`src/rtl/ram_pkg.sv`:
```
// Shared definitions for the RAM BIST controller and the Sync_RAM bench:
// default geometry, background pattern and controller state encoding.
package ram_pkg;

  localparam int unsigned   DEF_ADDR_W  = 4;
  localparam int unsigned   DEF_DATA_W  = 8;
  localparam logic [7:0]    DEF_PATTERN = 8'hAA;

  typedef enum logic [2:0] {
    S_IDLE,
    S_WR_BG,
    S_RD0,
    S_CHK0,
    S_RD1,
    S_CHK1,
    S_FIN
  } bist_state_e;

endpackage

```
`src/rtl/ram_bist_if.sv`:
```
// Single-port synchronous RAM bus: one access per cycle, registered read data.
interface ram_bist_if #(
  parameter int unsigned ADDR_W = 4,
  parameter int unsigned DATA_W = 8
);
  logic              we;
  logic [ADDR_W-1:0] addr;
  logic [DATA_W-1:0] din;
  logic [DATA_W-1:0] dout;

  modport master (output we, output addr, output din, input  dout);
  modport slave  (input  we, input  addr, input  din, output dout);
endinterface

```
`src/rtl/ram_bist.sv`:
```
// March-style RAM self test: write background P ascending, read P / write ~P
// ascending, then read ~P descending; first mismatch is latched.
module ram_bist
  import ram_pkg::*;
#(
  parameter int unsigned        ADDR_W  = DEF_ADDR_W,
  parameter int unsigned        DATA_W  = DEF_DATA_W,
  parameter logic [DATA_W-1:0]  PATTERN = DATA_W'(DEF_PATTERN)
) (
  input  logic              clk,
  input  logic              rst,
  input  logic              start,
  output logic              busy,
  output logic              done,
  output logic              pass,
  output logic [ADDR_W-1:0] fail_addr,
  output logic [DATA_W-1:0] fail_data,
  ram_bist_if.master        ram
);

  localparam logic [ADDR_W-1:0] ADDR_MAX = '1;

  bist_state_e       state_q, state_d;
  logic [ADDR_W-1:0] addr_q, addr_d;
  logic              pass_q, pass_d;
  logic [ADDR_W-1:0] fail_addr_q, fail_addr_d;
  logic [DATA_W-1:0] fail_data_q, fail_data_d;
  logic              we_c;
  logic [DATA_W-1:0] din_c;

  always_ff @(posedge clk) begin
    if (rst) begin
      state_q     <= S_IDLE;
      addr_q      <= '0;
      pass_q      <= 1'b0;
      fail_addr_q <= '0;
      fail_data_q <= '0;
    end else begin
      state_q     <= state_d;
      addr_q      <= addr_d;
      pass_q      <= pass_d;
      fail_addr_q <= fail_addr_d;
      fail_data_q <= fail_data_d;
    end
  end

  always_comb begin
    state_d     = state_q;
    addr_d      = addr_q;
    pass_d      = pass_q;
    fail_addr_d = fail_addr_q;
    fail_data_d = fail_data_q;
    we_c        = 1'b0;
    din_c       = '0;

    unique case (state_q)
      S_IDLE, S_FIN: begin
        if (start) begin
          state_d     = S_WR_BG;
          addr_d      = '0;
          pass_d      = 1'b0;
          fail_addr_d = '0;
          fail_data_d = '0;
        end
      end
      S_WR_BG: begin
        we_c  = 1'b1;
        din_c = PATTERN;
        if (addr_q == ADDR_MAX) begin
          state_d = S_RD0;
          addr_d  = '0;
        end else begin
          addr_d = addr_q + 1'b1;
        end
      end
      S_RD0: state_d = S_CHK0;
      S_CHK0: begin
        if (ram.dout == PATTERN) begin
          we_c  = 1'b1;
          din_c = ~PATTERN;
          // Terminal count hands over to the descending pass at the same address.
          if (addr_q == ADDR_MAX) begin
            state_d = S_RD1;
          end else begin
            state_d = S_RD0;
            addr_d  = addr_q + 1'b1;
          end
        end else begin
          state_d     = S_FIN;
          pass_d      = 1'b0;
          fail_addr_d = addr_q;
          fail_data_d = ram.dout;
        end
      end
      S_RD1: state_d = S_CHK1;
      S_CHK1: begin
        if (ram.dout == ~PATTERN) begin
          if (addr_q == '0) begin
            state_d = S_FIN;
            pass_d  = 1'b1;
          end else begin
            state_d = S_RD1;
            addr_d  = addr_q - 1'b1;
          end
        end else begin
          state_d     = S_FIN;
          pass_d      = 1'b0;
          fail_addr_d = addr_q;
          fail_data_d = ram.dout;
        end
      end
      default: state_d = S_IDLE;
    endcase
  end

  assign busy      = (state_q == S_WR_BG) || (state_q == S_RD0) || (state_q == S_CHK0) ||
                     (state_q == S_RD1)   || (state_q == S_CHK1);
  assign done      = (state_q == S_FIN);
  assign pass      = pass_q;
  assign fail_addr = fail_addr_q;
  assign fail_data = fail_data_q;
  assign ram.we    = we_c;
  assign ram.addr  = addr_q;
  assign ram.din   = din_c;

endmodule

```
`src/flat_wrapper.sv`:
```
// flat-port wrapper written by rule: the top's interface ports become plain ports
module ram_bist_flat import ram_pkg::*;
#(
  parameter int unsigned        ADDR_W  = DEF_ADDR_W,
  parameter int unsigned        DATA_W  = DEF_DATA_W,
  parameter logic [DATA_W-1:0]  PATTERN = DATA_W'(DEF_PATTERN)
)
  (clk, rst, start, busy, done, pass, fail_addr, fail_data, ram_we, ram_addr, ram_din, ram_dout);
  ram_bist_if #(.ADDR_W(ADDR_W), .DATA_W(DATA_W)) ram_i ();
  input  logic clk;
  input  logic rst;
  input  logic start;
  output logic busy;
  output logic done;
  output logic pass;
  output logic [ADDR_W-1:0] fail_addr;
  output logic [DATA_W-1:0] fail_data;
  output wire logic [$bits(ram_i.we)-1:0] ram_we;
  output wire logic [$bits(ram_i.addr)-1:0] ram_addr;
  output wire logic [$bits(ram_i.din)-1:0] ram_din;
  input wire logic [$bits(ram_i.dout)-1:0] ram_dout;
  assign ram_we = ram_i.we;
  assign ram_addr = ram_i.addr;
  assign ram_din = ram_i.din;
  assign ram_i.dout = ram_dout;
  ram_bist #(.ADDR_W(ADDR_W), .DATA_W(DATA_W), .PATTERN(PATTERN)) u_core (.clk(clk), .rst(rst), .start(start), .busy(busy), .done(done), .pass(pass), .fail_addr(fail_addr), .fail_data(fail_data), .ram(ram_i));
endmodule
```
`config.mk`:
```
export PLATFORM = sky130hd
export DESIGN_NAME = ram_bist_flat
export DESIGN_NICKNAME = d
export VERILOG_FILES = /design/src/rtl/ram_pkg.sv /design/src/rtl/ram_bist_if.sv /design/src/rtl/ram_bist.sv /design/src/flat_wrapper.sv
export SDC_FILE = /design/constraint.sdc
export NUM_CORES = 1
export LEC_CHECK = 0
export ABC_AREA = 1
export ABC_CLOCK_PERIOD_IN_PS = 2300
export CORE_ASPECT_RATIO = 1.1
export CORE_UTILIZATION = 49
export DETAILED_ROUTE_END_ITERATION = 12
export MAX_ROUTING_LAYER = met4
export PLACE_DENSITY_LB_ADDON = 0.12
export SKIP_LAST_GASP = 1
export SLEW_MARGIN = 20
export SYNTH_ARGS = -nofsm -noshare
export SYNTH_HDL_FRONTEND = slang
export SYNTH_SLANG_ARGS = --single-unit
export TNS_END_PERCENT = 100
```
`constraint.sdc`:
```
create_clock -name clk -period 2.3 [get_ports clk]
set_input_delay 0.575 -clock clk [delete_from_list [all_inputs] [get_ports clk]]
set_output_delay 0.575 -clock clk [all_outputs]
set_load 0.01 [all_outputs]
```
# Yosys cells after proc, flatten, opt, wreduce, memory -nomap -nowiden
# Index checks and enable logic that the tools add are counted.
# totals
regBits,20
input_bits,11
out_inout_bits,28
elab_cells,68
# op_classes
n_addsub,2
n_eq_ne,18
n_mux,30
n_reduce_logical,13
# ops
cell,count
$mux 4,8
$mux 8,3
$pmux 8 s3,1
$pmux 3 s6,1
$pmux 4 s4,1
$pmux 8 s2,1
$mux 3,4
$pmux 4 s3,1
$ne 2x2->1 const B,5
$eq 3x3->1 const B,3
$eq 8x7->1 const B,1
$eq 8x8->1 const B,1
$reduce_and 4->1,2
$mux 7,1
$eq 3x2->1 const B,2
$ne 2x1->1 const B,3
$reduce_and 6->1,1
$mux 1,5
$add 4x1->4 const B,1
$eq 4x4->1 const B,1
$logic_not 4->1,1
$logic_or 1x1->1,4
$mux 2,2
$reduce_bool 4->1,1
other kinds (9),9

# Depth between registers and ports, before layout
# Gate-level depths: netlist (run 1).
# logic_depth
word_depth,5
depth_mapped,12
mapped_depth_nobuf,10

# Least setup slack after synthesis (run 1)
# Ideal clock, no wire load.
# synth_path
path_type,input-to-output
from,input port ram_dout[2]
to,output port ram_din[2]
arrival_ps,1269
required_time_ps,1725
setup_slack_ps,456
cell_stages,6
n_path_buf,1
path_cell_list,inv_1 > nand2_1 > nor2_1 > nand3_1 > inv_1 > buf_4
# synth_via
elab_chain_len,3
# synth_lines
element,line_no,source
"start, declared",flat_wrapper.sv:21,input wire logic [$bits(ram_i.dout)-1:0] ram_dout;
$eq 8x8->1,ram_bist.sv:78,if (ram.dout == PATTERN) begin
$mux 7,ram_bist.sv:78,
$pmux 8 s2,ram_bist.sv:56,unique case (state_q)
"end, declared",flat_wrapper.sv:20,output wire logic [$bits(ram_i.din)-1:0] ram_din;
# Every way passes these cells.

# Worst setup path after layout (run 1)
# layout_path
from,input port ram_dout[6]
to,"register u_core.addr_q[0], in the netlist u_core.ram.addr[0]"
# layout_via
elab_chain_len,3
word_cells_on_any_way,5
cone_classes,4 x eq/ne; 1 x reduce/logical
# layout_lines
element,line_no,source
$eq 8x8->1 / $eq 8x7->1 (equally long branches),"ram_bist.sv:78, ram_bist.sv:97",
$ne 2x1->1 (no source line),-,
$reduce_and 6->1 (no source line) *,-,
"end signal, assigned",ram_bist.sv:40,addr_q <= addr_d;
"end, declared",ram_bist.sv:24,"logic [ADDR_W-1:0] addr_q, addr_d;"
# Every way passes the cells marked *; elsewhere a longest branch is shown, timed or not.
# A chain may end at the register's enable or synchronous reset.

==> results of run 1 <==
==> report_power, final <==
part,internal [mW],switching (mW),total (mW)
clock network,0.176,0.108,0.284
registers,0.384,0.0414,0.425
logic,0.326,0.459,0.785
total,0.886,0.608,1.49
==> state kept, by name (all words and copies together), names as in the netlist <==
name,cells
u_core.fail_data,8
u_core.state_q,3
u_core.pass,1
u_core.fail_addr,4
u_core.ram.addr,4
==> through the flow <==
stage / hold slack, ns / power (mW)
6_report: 0.475 / 1.49
5_1_grt: 0.483 / 1.59
4_1_cts: 0.472 / 1.47
3_5_place_dp: 0.444 / 1.16
3_3_place_gp: 0.440 / 1.15
2_1_floorplan: 0.489 / 0.936
==> final cells by class <==
| cell class | count | share of cell area |
|---|---|---|
| multi-input combinational | 129 | 0.399 |
| inverter | 24 | 0.0503 |
| clock inverter | 1 | 0.0168 |
| timing repair buffer | 54 | 0.276 |
| clock buffer | 3 | 0.0126 |
| sequential | 20 | 0.224 |
| tap | 30 | 0.0210 |
==> kinds of logic (layout without fill, tap and decap cells) <==
kind of cell    Yosys count  after routing  synth area share
flops                    20             20             0.322
simple gates             98             98             0.353
xor+xnor                  2              2            0.0141
fa+ha+maj                 4              4            0.0402
compound gates           25             25             0.135
buf+inv                  35             82             0.137
==> final timing paths <==
check / to / slack [ns] / cells past startpoint
setup / recovery: u_core.ram.addr[0] / 0.007 / 17
hold / removal: u_core.fail_data[4] / 0.48 / 2
setup reg to reg: u_core.fail_addr[0] / 0.54 / 10
hold reg to reg: u_core.fail_data[4] / 0.48 / 2
==> cells in the final DEF, fill, tap and decap left out, types with 10 or more instances in the layout <==
master           instances
nand3_1                 19
dfxtp_1                 19
clkdlybuf4s50_1         31
nor2_1                  10
nand2_1                 50
o21ai_2                 10
inv_1                   18
buf_4                   15
==> layer usage <==
metal	vias to the layer above	track usage
met5	-	-
met4	0	0.105
met3	8	0.0333
met2	49	0.471
met1	619	0.261
li1	673	-
==> worst max-delay path, stage by stage <==
cell and delay (ns):
clkdlybuf4s50_1 0.49, inv_2 0.04, nand2_1 0.12, nor2_4 0.05, buf_4 0.12, buf_4 0.13
buf_4 0.13, buf_4 0.13, buf_4 0.12, buf_4 0.13, nand2_1 0.08, nand2_1 0.07
nand2_2 0.09, nor2_4 0.05, nand3_1 0.07, nand2_1 0.06, nor2_1 0.07
==> what timing repair did <==
action	CTS	global route
setup endpoints to repair	9	11
hold buffers	0	0
setup buffers	6	0
pin swaps	2	4
gates cloned	0	0
gates resized for setup	23	14
==> impl_metrics.tcl, run 1 <==
set metrics [dict create \
    layout_min_cycle_time_ns 2.29 \
    synthTopCellsByCount "52 x nand2_1, 21 x inv_1, 21 x nand3_1" \
    grt_remaining_overflow 0 \
    max_cap_viol_count 0 \
    clock_sinks 20 \
    report.final.hold_viol_count 0 \
    finClkSkew_ns 0.00214 \
    met3_wirelength_um 148 \
    drt_iter0_markers 27 \
    drc 0 \
    critical_path.reg2reg.startpoint "u_core.state_q[2]" \
    place_worst_setup_slack_ns -0.410 \
    ir_worst_vdd_mv 0.959 \
    final_min_period_over_clock_period 0.997 \
    postLayoutCellArea_um2 1790 \
    coreArea_um2 2320 \
    synthesis.nets 199 \
    htreeDepth 1 \
    route.top_layer_used "met4" \
    synth-seq-cells 20 \
    timing.final.setup_violations 0 \
    pre_antenna_drt_iters 4 \
    synth_flop_cell "dfxtp_1" \
    synthMostInstantiatedCell "nand2_1" \
    placement.cell_area_um2 1670 \
    worst_hold_path_type "register to register" \
    hpwlAfterDp_mm 2.22 \
    met2_length_mm 1.73 \
    required_ns 2.54 \
    worst-endpoint-arrival_ns 2.54 \
    share_of_post_route_cells_with_drive_strength_above_1 0.255 \
    clockBufferDepth 2 \
    crit_fanout 4 \
    clock_latency_reported_for_the_late_side_of_the_worst_skew_pair_ns 0.29 \
    fp.dieW_um 50.1 \
    final.setup.tns_ns 0 \
    power-per-cell-area_nw_per_um2 835 \
    first_global_vias 1166 \
    count_of_antenna_diodes_in_the_layout 0 \
    io_buffer_count 38 \
    clock-root-buffer "clkbuf_4" \
    grt_start_max_net_pins 14 \
    grt_setup_unrepaired "true" \
    global_route.usage.total 0.248 \
    post-synth-top-area-fraction 0.322 \
    post_syn_instances 184 \
    final.setup.worst_slack_ns 0.00670 \
    timing.setup.critical_path_class "input port to register" \
    num_rows 18 \
    synth.distinct_cells 24 \
    dp.cells 251 \
    max-slew-margin-rel 0.794 \
    synth_edf_count 0 \
    synth.yosys.seq_area_share 0.322 \
    synthDominantAreaCellType "dfxtp_1" \
    regArea_um2 402 \
    timing.critical_path.to_type "register" \
    global_route_wire_length_before_repair_mm 4.97 \
    syn_avg_cell_area_um2 6.77 \
    crit_path_start_kind "input port" \
    fmax_mhz 436 \
    critPathLaunch "ram_dout[6]" \
    antenna_violating_nets_post_route 0 \
    place.gp.congestion 0.937 \
    cts-buffers-inserted 3 \
    status "completed" \
    synth_area_um2 1240 \
    wl_per_cell_um 12.4 \
    yosys_warn_count 0 \
    timing.final.max_slew_violations 0 \
    hold_path.startpoint "u_core.fail_data[4]" \
    worst_slew_pin_slew_ns 0.308 \
    multi_input_area_um2 714 \
    detail_route.wirelength_mm 3.23 \
    num-fill-cells 170 \
    die_h_um 54.9 \
    wirelength_met1_mm 1.29 \
    layout-area-overhead-vs-synth_pct 43.7 \
    die_area_um2 2750 \
    initial_core_utilization 0.537 \
    route.vias.total 1349 \
    post_layout_nonfiller_instances 261 \
    io_pins 39 \
    synthArstFlopShare 0 \
    design.final.nets 247 \
    p_leak_nw 0.830 \
    utilization 0.771 \
    reg_clk_slew_reported_paths_ns 0.11 \
    ys_top_cells_by_area "dfxtp_1 32%, nand2_1 16%, nand3_1 8.4%" \
    clock_tree_from_tritoncts "yes" \
    antenna_found_initial 0 \
    route.detailed.vias_per_inst 5.17 \
]
(Power assumes the default switching activity.)
==> run 2, diff against run 1 <==
--- a/config.mk
+++ b/config.mk
@@ -8,7 +8,7 @@
 export ABC_AREA = 1
 export ABC_CLOCK_PERIOD_IN_PS = 2300
 export CORE_ASPECT_RATIO = 1.1
-export CORE_UTILIZATION = 49
+export CORE_UTILIZATION = 45
 export DETAILED_ROUTE_END_ITERATION = 12
 export MAX_ROUTING_LAYER = met4
 export PLACE_DENSITY_LB_ADDON = 0.12
==> run 2 against run 1 <==
Against the previous run: clock power shrank 27%; core utilization shrank 9.3 points; largest power group unchanged; design area shrank 2.7%; register-to-register slack lost 0.02 ns; setup slack gained 0.078 ns; clock skew grew 0.0017 ns; critical path depth shrank 14.
==> impl_metrics.tcl, run 2 (synthesized netlist as in run 1, its figures left out) <==
set metrics [dict create \
    htreeDepth 1 \
    count_of_antenna_diodes_in_the_layout 0 \
    report.final.hold_viol_count 0 \
    clock_tree_from_tritoncts "yes" \
    crit_fanout 6 \
    cts-buffers-inserted 3 \
    max_cap_viol_count 0 \
    detail_route.wirelength_mm 2.78 \
    design.final.nets 245 \
    timing.setup.critical_path_class "register to output port" \
    worst_slew_pin_slew_ns 0.295 \
    antenna_found_initial 0 \
    clockBufferDepth 2 \
    power-per-cell-area_nw_per_um2 785 \
    num_rows 19 \
    utilization 0.678 \
    slowest_stage "clkdlybuf4s50_1" \
    initial_core_utilization 0.485 \
    clock_latency_reported_for_the_late_side_of_the_worst_skew_pair_ns 0.30 \
    grt_setup_unrepaired "true" \
    final_hold_slack_ns 0.471 \
    worst-endpoint-arrival_ns 1.64 \
    timing.critical_path.slowest_cell_delay_ns 0.56 \
    share_of_post_route_cells_with_drive_strength_above_1 0.236 \
    fmax_mhz 451 \
    fp.dieW_um 52.2 \
    crit_path_start_kind "register" \
    timing.critical_path.cells "inv_2 -> a21boi_0 -> clkdlybuf4s50_1" \
    io_buffer_count 38 \
    coreArea_um2 2570 \
    clock-root-buffer "clkbuf_4" \
    timing.final.setup_violations 0 \
    final.setup.tns_ns 0 \
    finClkSkew_ns 0.00381 \
    place.gp.congestion 0.876 \
    route.vias.total 1278 \
    global_route_wire_length_before_repair_mm 4.71 \
    grt_remaining_overflow 0 \
    hpwlAfterDp_mm 2.24 \
    timing.final.max_slew_violations 0 \
    final_min_period_over_clock_period 0.963 \
    worst_hold_path_type "register to register" \
    timing.critical_path.to_type "output port" \
    route.detailed.vias_per_inst 4.92 \
    placement.cell_area_um2 1680 \
    global_route.usage.total 0.213 \
    layout-area-overhead-vs-synth_pct 39.8 \
    layout_min_cycle_time_ns 2.22 \
    required_ns 1.73 \
    die_h_um 57.2 \
    io_pins 39 \
    largest_reg_flops 8 \
    antenna_violating_nets_post_route 0 \
    ir_worst_vdd_mv 0.653 \
    mostFrequentLayoutCell "nand2_1" \
    first_global_vias 1145 \
    most_frequent_cells_in_the_layout "51 x nand2_1, 29 x clkdlybuf4s50_1, 20 x nand3_1" \
    drt_iter0_markers 40 \
    wl_per_cell_um 10.7 \
    reg_clk_slew_reported_paths_ns 0.11 \
    pre_antenna_drt_iters 5 \
    die_area_um2 2980 \
    grt_start_max_net_pins 14 \
    p_leak_nw 0.832 \
    max-slew-margin-rel 0.803 \
    drc 0 \
    status "completed" \
    postLayoutCellArea_um2 1740 \
    clock_sinks 20 \
]
## run 2: worst max-delay path, delay by kind of cell, from the launching register on
kind / cells / cell delay (ns)
buffers and inverters: 2 / 0.68
flip-flops: 1 / 0.47
AO/OA/AOI/OAI: 1 / 0.18
## run 2: power by group
part | internal (mW) | switching [mW] | total, mW | leakage, nW
registers | 0.384 | 0.0374 | 0.421 | 0.162
logic | 0.318 | 0.421 | 0.739 | 0.649
clock network | 0.0967 | 0.110 | 0.206 | 0.0210
total | 0.798 | 0.569 | 1.37 | 0.832
## run 2: metrics by stage
stage	setup WS, ns	total power, mW	cells
detailed placement	-0.467	1.17	253
CTS	0.00532	1.39	259
global placement	-0.365	1.17	253
global route	-0.0473	1.49	260
floorplan	0.456	0.936	184
finish	0.0847	1.37	260
## run 2: worst paths after layout
check	endpoint	startpoint	slack [ns]	cells past startpoint
setup / recovery	busy	u_core.state_q[2]	0.08	3
hold reg to reg	u_core.fail_addr[1]	u_core.fail_addr[1]	0.47	2
setup reg to reg	u_core.fail_data[4]	u_core.state_q[2]	0.52	11
hold / removal	u_core.fail_addr[1]	u_core.fail_addr[1]	0.47	2
## run 2: routing by layer
| metal | routed length, um | track usage | vias to the layer above |
|---|---|---|---|
| met5 | 0 | - | - |
| li1 | - | - | 663 |
| met3 | 107 | 0.0240 | 5 |
| met2 | 1390 | 0.359 | 31 |
| met4 | 52 | 0.113 | 0 |
| met1 | 1230 | 0.243 | 579 |
## run 2: repair_timing
item | CTS | global route
setup endpoints to repair | 9 | 9
buffers inserted | 2 | 1
hold buffers | 0 | 0
resized for setup | 24 | 10
pin swaps | 2 | 2
## run 2: area by class of cell
type,count,area [um^2]
clock buffer,4,36.3
fill,226,827
inverter,24,90.1
multi-input combinational,129,694
sequential,20,402
tap,31,38.8
timing repair buffer,52,479
==> run 3, diff against run 2 <==
--- a/config.mk
+++ b/config.mk
@@ -13,7 +13,7 @@
 export MAX_ROUTING_LAYER = met4
 export PLACE_DENSITY_LB_ADDON = 0.12
 export SKIP_LAST_GASP = 1
-export SLEW_MARGIN = 20
+export SLEW_MARGIN = 30
 export SYNTH_ARGS = -nofsm -noshare
 export SYNTH_HDL_FRONTEND = slang
 export SYNTH_SLANG_ARGS = --single-unit
==> results of run 3 <==
Final layout, timing and power as in run 2 (identical DEF).
